## config.mk

```make
export PLATFORM = sky130hd
export DESIGN_NAME = ofifo_psum
export DESIGN_NICKNAME = d
export VERILOG_FILES = /design/src/rtl/ofifo_psum_pkg.sv /design/src/rtl/ofifo_psum_fifo_lane.sv /design/src/rtl/ofifo_psum.sv
export SDC_FILE = /design/constraint.sdc
export NUM_CORES = 2
export LEC_CHECK = 0
export ABC_AREA = 1
export ABC_CLOCK_PERIOD_IN_PS = 10050
export BUFFER_PORTS_ARGS = -buffer_cell sky130_fd_sc_hd__clkbuf_2
export CAP_MARGIN = 20
export CELL_PAD_IN_SITES_DETAIL_PLACEMENT = 0
export CELL_PAD_IN_SITES_GLOBAL_PLACEMENT = 1
export CORE_ASPECT_RATIO = 1.2
export CORE_UTILIZATION = 42
export CTS_BUF_LIST = sky130_fd_sc_hd__clkbuf_16
export CTS_CLUSTER_DIAMETER = 120
export DETAILED_ROUTE_END_ITERATION = 8
export PLACE_DENSITY_LB_ADDON = 0.1
export RECOVER_POWER = 25
export SLEW_MARGIN = 20
export SYNTH_ARGS = -nofsm -noshare
export SYNTH_HDL_FRONTEND = slang
export SYNTH_HIERARCHICAL = 1
export SYNTH_SLANG_ARGS = --single-unit
export TNS_END_PERCENT = 10
```

## constraint.sdc

```tcl
create_clock -name clk -period 10.05 [get_ports clk]
set_clock_uncertainty 0.2 [all_clocks]
set_input_delay 1.5075 -clock clk [delete_from_list [all_inputs] [get_ports clk]]
set_output_delay 1.5075 -clock clk [all_outputs]
set_load 0.1 [all_outputs]
```

## src/rtl/ofifo_psum_pkg.sv

```systemverilog
// Shared widths and instruction encodings for the PE array datapath.
// Defaults here are the same values used by mac_col so the two stay in step.
package ofifo_psum_pkg;
  localparam int BW      = 8;
  localparam int BW_PSUM = 32;
  localparam int COL     = 8;
  localparam int PR      = 8;

  localparam logic [1:0] INSTR_IDLE    = 2'b00;
  localparam logic [1:0] INSTR_EXECUTE = 2'b01;
endpackage

```

## src/rtl/ofifo_psum_fifo_lane.sv

```systemverilog
// Single-lane first-word-fall-through FIFO holding one column's psums.
// Pointers carry an extra wrap bit so full and empty are told apart without a counter.
module fifo_lane
  import ofifo_psum_pkg::*;
#(
  parameter int bw_psum = BW_PSUM,
  parameter int depth   = 8
) (
  input  logic               clk,
  input  logic               reset,
  input  logic               wr,
  input  logic               pop,
  input  logic [bw_psum-1:0] din,
  output logic [bw_psum-1:0] dout,
  output logic               empty,
  output logic               full
);
  localparam int AW = $clog2(depth);

  logic [AW:0]        rd_ptr, wr_ptr;
  logic [bw_psum-1:0] mem [depth];
  logic               accept, do_pop;

  assign empty  = (rd_ptr == wr_ptr);
  assign full   = (rd_ptr[AW-1:0] == wr_ptr[AW-1:0]) && (rd_ptr[AW] != wr_ptr[AW]);
  // A pop frees the head slot in the same edge, so a full lane may still take a write.
  assign accept = wr & (~full | pop);
  assign do_pop = pop & ~empty;

  always_ff @(posedge clk or negedge reset) begin
    if (!reset) begin
      rd_ptr <= '0;
      wr_ptr <= '0;
    end else begin
      if (accept) wr_ptr <= wr_ptr + {{AW{1'b0}}, 1'b1};
      if (do_pop) rd_ptr <= rd_ptr + {{AW{1'b0}}, 1'b1};
    end
  end

  always_ff @(posedge clk) begin
    if (accept) mem[wr_ptr[AW-1:0]] <= din;
  end

  // Storage is never cleared, so an empty lane masks its head to zero.
  assign dout = empty ? '0 : mem[rd_ptr[AW-1:0]];
endmodule

```

## src/rtl/ofifo_psum.sv

```systemverilog
// Per-column psum collection buffer: one FIFO lane per MAC column, popped a full row at a time.
// Status flags come from registered pointers only so the downstream handshake has no comb loop.
module ofifo_psum
  import ofifo_psum_pkg::*;
#(
  parameter int col     = COL,
  parameter int bw_psum = BW_PSUM,
  parameter int depth   = 8
) (
  input  logic                   clk,
  input  logic                   reset,
  input  logic [col*bw_psum-1:0] in,
  input  logic [col-1:0]         wr,
  input  logic                   rd,
  output logic [col*bw_psum-1:0] out,
  output logic                   o_valid,
  output logic                   o_full,
  output logic                   o_ready,
  output logic                   o_overflow
);
  logic [col-1:0] empty;
  logic [col-1:0] full;
  logic           pop;

  assign o_valid = &(~empty);
  assign o_full  = |full;
  assign o_ready = ~o_full;
  assign pop     = rd & o_valid;

  for (genvar k = 0; k < col; k++) begin : g_lane
    fifo_lane #(
      .bw_psum(bw_psum),
      .depth  (depth)
    ) u_lane (
      .clk  (clk),
      .reset(reset),
      .wr   (wr[k]),
      .pop  (pop),
      .din  (in[k*bw_psum +: bw_psum]),
      .dout (out[k*bw_psum +: bw_psum]),
      .empty(empty[k]),
      .full (full[k])
    );
  end

  always_ff @(posedge clk or negedge reset) begin
    if (!reset) begin
      o_overflow <= 1'b0;
    end else if (|(wr & full & {col{~pop}})) begin
      o_overflow <= 1'b1;
    end
  end
endmodule

```

======== Word-level counts from Yosys, hierarchy flattened ========
Memory sizes are Yosys's and may differ from the RTL's.
Index checks and enable logic that the tools add are counted.
word-level totals
  RAM bits ................................ 2048
  logic and storage cells ................. 146
  ROM bits ................................ 0
  memories ................................ 8
  bits in latches ......................... 0
  register bits ........................... 65
operators by class
  add/subtract/negate cells ............... 16
  $lt $le $gt $ge ......................... 0
  mux-type cells .......................... 24
  reduce and logical (&&, ||, !) cells .... 11
  div/mod/pow operators ................... 0
  bitwise operators ....................... 46
  equal/unequal tests ..................... 24
  $mul .................................... 0
  shift operators ......................... 0
memory list
  name                  words  width  rd ports  clocked after memory_dff  wr ports  RTL line                    RTL
  g_lane[0].u_lane.mem  8      32     1         0                         1         ofifo_psum_fifo_lane.sv:21  logic [bw_psum-1:0] mem [depth];
  g_lane[1].u_lane.mem  8      32     1         0                         1         ofifo_psum_fifo_lane.sv:21
  g_lane[2].u_lane.mem  8      32     1         0                         1         ofifo_psum_fifo_lane.sv:21
  g_lane[3].u_lane.mem  8      32     1         0                         1         ofifo_psum_fifo_lane.sv:21
  g_lane[4].u_lane.mem  8      32     1         0                         1         ofifo_psum_fifo_lane.sv:21
  g_lane[5].u_lane.mem  8      32     1         0                         1         ofifo_psum_fifo_lane.sv:21
  +2 memories           --     --     --        --                        --        --
operators by type and width
  operator                                                        number
  32-bit 2-to-1 mux                                               8
  4-bit by 1-bit adder with 4-bit output (second input constant)  16
  4-bit == test                                                   8
  3-bit == test                                                   8
  1-bit inverter                                                  18
  1-bit AND                                                       17
  8-bit AND                                                       2
  1-bit 2-to-1 mux                                                16
  8-bit OR reduction                                              2
  1-bit logical AND                                               8
  1-bit != test                                                   8
  8-bit inverter                                                  1
  1-bit bitwise OR                                                8
  8-bit AND reduction                                             1

======== Logic depth before layout (Yosys ltp) ========
  depth after elaboration ................. 8
  gate-level depth with buffers ........... 18

======== By module ========
The synthesis kept the hierarchy.
by module, submodules not included
  module      cells each  sequential area each (um^2)  area an instance (um^2)  instances
  fifo_lane   838         7887.6                       10623.9                  8
  ofifo_psum  36          25.0                         158.9                    1

======== Worst setup path after synthesis ========
No wires, ideal clock.
  path kind ............................... register to register
  start point ............................. register g_lane[4].u_lane.rd_ptr[0]
  end point ............................... memory g_lane[0].u_lane/mem[2][0] (netlist bit), enable pin
  setup time .............................. 421 ps
  buffers on the path ..................... 2
  arrival time ............................ 4761 ps
  stages on the path, launching flop included .. 17
  period minus slack after synthesis ...... 5382 ps
  setup slack ............................. 4668 ps
  cell sequence ........................... dfrtp_1 buf_4 nand2_2 nand2_2 nor2_4 nand3_4 buf_6 inv_1 nor2_1 nand2_1 nor2_2 nand2_1 inv_1 inv_1 nand4_4 nand3_1 nor2_1
on the way
  word-level cells in the longest chain between the ends .. 8
ends and longest elaborated chain
  what                                    RTL line                    RTL
  start, declared                         ofifo_psum_fifo_lane.sv:20  logic [AW:0] rd_ptr, wr_ptr;
  start signal, assigned                  ofifo_psum_fifo_lane.sv:36  if (do_pop) rd_ptr <= rd_ptr + {{AW{1'b0}}, 1'b1};
  4-bit == test                           ofifo_psum_fifo_lane.sv:24  assign empty = (rd_ptr == wr_ptr);
  named net empty[4]                      ofifo_psum.sv:21            logic [col-1:0] empty;
  8-bit inverter                          ofifo_psum.sv:25            assign o_valid = &(~empty);
  8-bit AND reduction                     ofifo_psum.sv:25
  named net o_valid                       ofifo_psum.sv:16            output logic o_valid,
  1-bit AND                               ofifo_psum.sv:28            assign pop = rd & o_valid;
  named net pop                           ofifo_psum.sv:23            logic pop;
  1-bit bitwise OR                        ofifo_psum_fifo_lane.sv:27  assign accept = wr & (~full | pop);
  1-bit AND                               ofifo_psum_fifo_lane.sv:27
  1-bit 2-to-1 mux                        ofifo_psum_fifo_lane.sv:41  if (accept) mem[wr_ptr[AW-1:0]] <= din;
  1-bit 2-to-1 mux (implied by the code)  ofifo_psum_fifo_lane.sv:41
  end, declared                           ofifo_psum_fifo_lane.sv:21
The timed path passes the listed nets, and every way through them passes these cells.

======== Worst setup path in the final report ========
  start point ............................. register g_lane[6].u_lane.rd_ptr[0]
  end point ............................... output o_valid
on the way
  word-level cells in the longest chain between the ends .. 3
ends and longest elaborated chain
  what                    RTL line
  start, declared         ofifo_psum_fifo_lane.sv:20
  start signal, assigned  ofifo_psum_fifo_lane.sv:36
  4-bit == test           ofifo_psum_fifo_lane.sv:24
  named net empty[6]      ofifo_psum.sv:21
  8-bit inverter          ofifo_psum.sv:25
  8-bit AND reduction     ofifo_psum.sv:25
  end, declared           ofifo_psum.sv:16
The timed path passes the listed nets, and every way through them passes these cells.

==> flow_metrics.env <==
export IMPL_r2r_cells=16
export IMPL_critPathBufInv=3
export IMPL_grt_overflow_total=0
export IMPL_regArea_mm2=0.0632
export IMPL_rsz0062_at_grt="false"
export IMPL_final_common_cell="edfxtp_1"
export IMPL_critical_path_startpoint="g_lane[6].u_lane/rd_ptr[0]$_DFFE_PN0P_"
export IMPL_drive_gt1_share_pct=13.3
export IMPL_std_cell_rows=180
export IMPL_die_area_mm2=0.205
export IMPL_grt_first_pass_wirelength_mm=326
export IMPL_antenna_found_initial=49
export IMPL_crit_path_start_kind="register"
export IMPL_avgSynthCellArea_um2=12.6
export IMPL_gp_congestion=0.791
export IMPL_cts_max_path_buffers=3
export IMPL_maxCapViolCount=1
export IMPL_end_kind="primary output"
export IMPL_max_stage_delay_ns=0.98
export IMPL_first_pass_iters=8
export IMPL_cts_tree="built"
export IMPL_clk_pin_slew_ns=0.06
export IMPL_root_buffer="clkbuf_16"
export IMPL_r2r_start="g_lane[6].u_lane/rd_ptr[0]$_DFFE_PN0P_"
export IMPL_multiInputGateArea_mm2=0.0196
export IMPL_period_share_pct=64.4
export IMPL_r2r_end="g_lane[7].u_lane/mem[2][14]$_DFFE_PP_"
export IMPL_syn_nets=7023
export IMPL_crit_fanout=77
export IMPL_cts_repair_resize_count=0
export IMPL_drc=0
export IMPL_first_global_vias=51500
export IMPL_worstPathRequired_ns=8.34
export IMPL_port_buffers=526
export IMPL_syn_to_final_growth_pct=13.9
export IMPL_cts_setup_buffers=0
export IMPL_wl_per_cell_um=22.0
export IMPL_ys_ff_latch=2113
export IMPL_cts_buffers=213
export IMPL_cp_top_family="buffers and inverters"
export IMPL_ys_seq_area_share_pct=74.1
export IMPL_crit_cells=10
export IMPL_fill_cells=18000
export IMPL_grt_start_max_net_pins=112
export IMPL_htree_num_levels=4
export IMPL_cp_arrival_ns=4.77
export IMPL_critPathSlowestCell="dfrtp_4"
export IMPL_setup_violations=0
export IMPL_clock_fmax_ghz=0.154
export IMPL_timing_hold_ws_ns=0.352
export IMPL_hold_class="register to register"
export IMPL_async_flop_share_pct=3.08
export IMPL_max_slew_worst_pin_slew_ns=2.12
export IMPL_synth_cells=6740
export IMPL_cts_hold_fix_buffers=0
export IMPL_syn_area_mm2=0.0852
export IMPL_ios=527
export IMPL_clock_sinks=2113
export IMPL_clk_latency_ns=0.86
export IMPL_totalWireLength_mm=219
export IMPL_first_iter_violations=4055
export IMPL_synth_ff_type="edfxtp_1"
export IMPL_violations="capacitance limit, slew limit"
export IMPL_finalSetupTns_ns=0
export IMPL_core_area_mm2=0.201
export IMPL_status="finished, violations left"
export IMPL_grtUsageTotal_pct=21.1
export IMPL_drv_slew=32
export IMPL_crit_top_cell="nand2_1"
export IMPL_via_count=53000
export IMPL_ant_nets=0
export IMPL_fin_crit_ns=6.47
export IMPL_chipHeight_um=495
export IMPL_finalInstanceArea_mm2=0.0970
export IMPL_avgViaCountPerCell=5.30
export IMPL_dp_hpwl_mm=128
export IMPL_max_slew_margin_pct=-41.5
export IMPL_place_area_mm2=0.0901
export IMPL_synth_edf_count=2048
export IMPL_ys_types=29
export IMPL_start_util_pct=42.4
export IMPL_crit_type="register to primary output"
export IMPL_reg2reg_slack_ns=4.15
export IMPL_finalHoldViolCount=0
export IMPL_path_cells="clkinv_2 -> nand2_1 -> nand2_2 -> nor2_4 -> nand3_4 -> inv_1 -> nor2_1 -> nand2_1 -> nor2_2 -> clkbuf_2"
export IMPL_yosys_warnings=6
export IMPL_die_w_um=413
export IMPL_cp_endpoint="o_valid"
export IMPL_final_cell_mix="2,048 x edfxtp_1, 1,827 x nor2_1, 1,200 x o21ai_0"
export IMPL_nets=7442
==> routing by layer <==
layer	wire length, µm	global-route usage [%]	vias up
met2	101000	33.2	1212
met3	15300	5.02	335
met5	436	0	-
li1	-	-	25100
met4	4010	5.16	70
met1	98500	29.5	26200
==> Yosys cell counts (16+ instances only) <==
| cell | instances | area (µm²) |
|---|---|---|
| edfxtp_1 | 2048 | 61500 |
| clkbuf_2 | 16 | 80.1 |
| inv_1 | 67 | 251 |
| nand3_1 | 80 | 400 |
| ha_1 | 16 | 200 |
| nor2_1 | 1883 | 7070 |
| nand2_2 | 40 | 250 |
| dfrtp_1 | 65 | 1630 |
| buf_4 | 56 | 420 |
| inv_2 | 16 | 60.1 |
| buf_6 | 72 | 811 |
| o21ai_2 | 24 | 210 |
| buf_2 | 88 | 440 |
| xnor2_1 | 16 | 140 |
| o22ai_1 | 256 | 1600 |
| buf_1 | 16 | 60.1 |
| o21ai_1 | 320 | 1600 |
| o21ai_0 | 1200 | 6010 |
| nand2_1 | 228 | 856 |
| clkbuf_1 | 168 | 631 |
==> layout make-up <==
class / count / share of cell area [%]
Clock inverter: 177 / 1.33
Timing Repair Buffer: 628 / 3.92
Multi-Input combinational cell: 4112 / 20.2
Inverter: 91 / 0.383
Antenna cell: 15 / 0.0387
Clock buffer: 217 / 5.60
Tap cell: 2639 / 3.40
Sequential cell: 2113 / 65.1
==> stage by stage <==
stage / setup WS [ns] / instances / utilization [%]
final: 3.58 / 9992 / 48.3
after global routing: 3.23 / 9981 / 48.3
after CTS: 3.45 / 9963 / 48.2
after detailed placement: 3.89 / 9569 / 44.8
after global placement: 3.81 / 9548 / 44.6
after floorplan: 4.67 / 6740 / -
==> flip-flops by register name, indices dropped and copies added (netlist names) <==
register,flops
g_lane.u_lane/wr_ptr,32
g_lane.u_lane/mem,2048
g_lane.u_lane/rd_ptr,32
o_overflow,1
==> worst min-delay path, stage by stage, from the launching register on <==
cell     delay [ns]
dfrtp_1        0.40
nand2_1        0.07
nand2_1        0.05
==> cells by family (layout without fill, tap and decap cells) <==
family                   Yosys count  in the layout  synth area share, %
AO/OA/AOI/OAI                   1800           1800                 11.1
AND/OR/NAND/NOR                 2256           2256                 10.5
other                              0             15                    0
buffers and inverters            515           1113                 3.36
adder cells (fa/ha/maj)           16             16                0.235
XOR/XNOR                          40             40                0.658
flip-flops                      2113           2113                 74.1
==> worst min-delay path by stage <==
stage / startpoint / endpoint / slack [ns] / depth (start not counted)
after global placement: g_lane[5].u_lane/wr_ptr[3]$_DFFE_PN0P_ / g_lane[5].u_lane/wr_ptr[3]$_DFFE_PN0P_ / 0.34 / 2
after global routing: g_lane[6].u_lane/wr_ptr[3]$_DFFE_PN0P_ / g_lane[6].u_lane/wr_ptr[3]$_DFFE_PN0P_ / 0.39 / 2
after floorplan: g_lane[0].u_lane/wr_ptr[3]$_DFFE_PN0P_ / g_lane[0].u_lane/wr_ptr[3]$_DFFE_PN0P_ / 0.32 / 2
final: g_lane[4].u_lane/wr_ptr[3]$_DFFE_PN0P_ / g_lane[4].u_lane/wr_ptr[3]$_DFFE_PN0P_ / 0.35 / 2
after CTS: reset / g_lane[1].u_lane/wr_ptr[0]$_DFFE_PN0P_ / 0.36 / 1
after detailed placement: g_lane[4].u_lane/wr_ptr[3]$_DFFE_PN0P_ / g_lane[4].u_lane/wr_ptr[3]$_DFFE_PN0P_ / 0.34 / 2
Power is left out: the tool's default activity adds up to more than one toggle a clock period on the data nets, which glitch-free logic cannot reach.
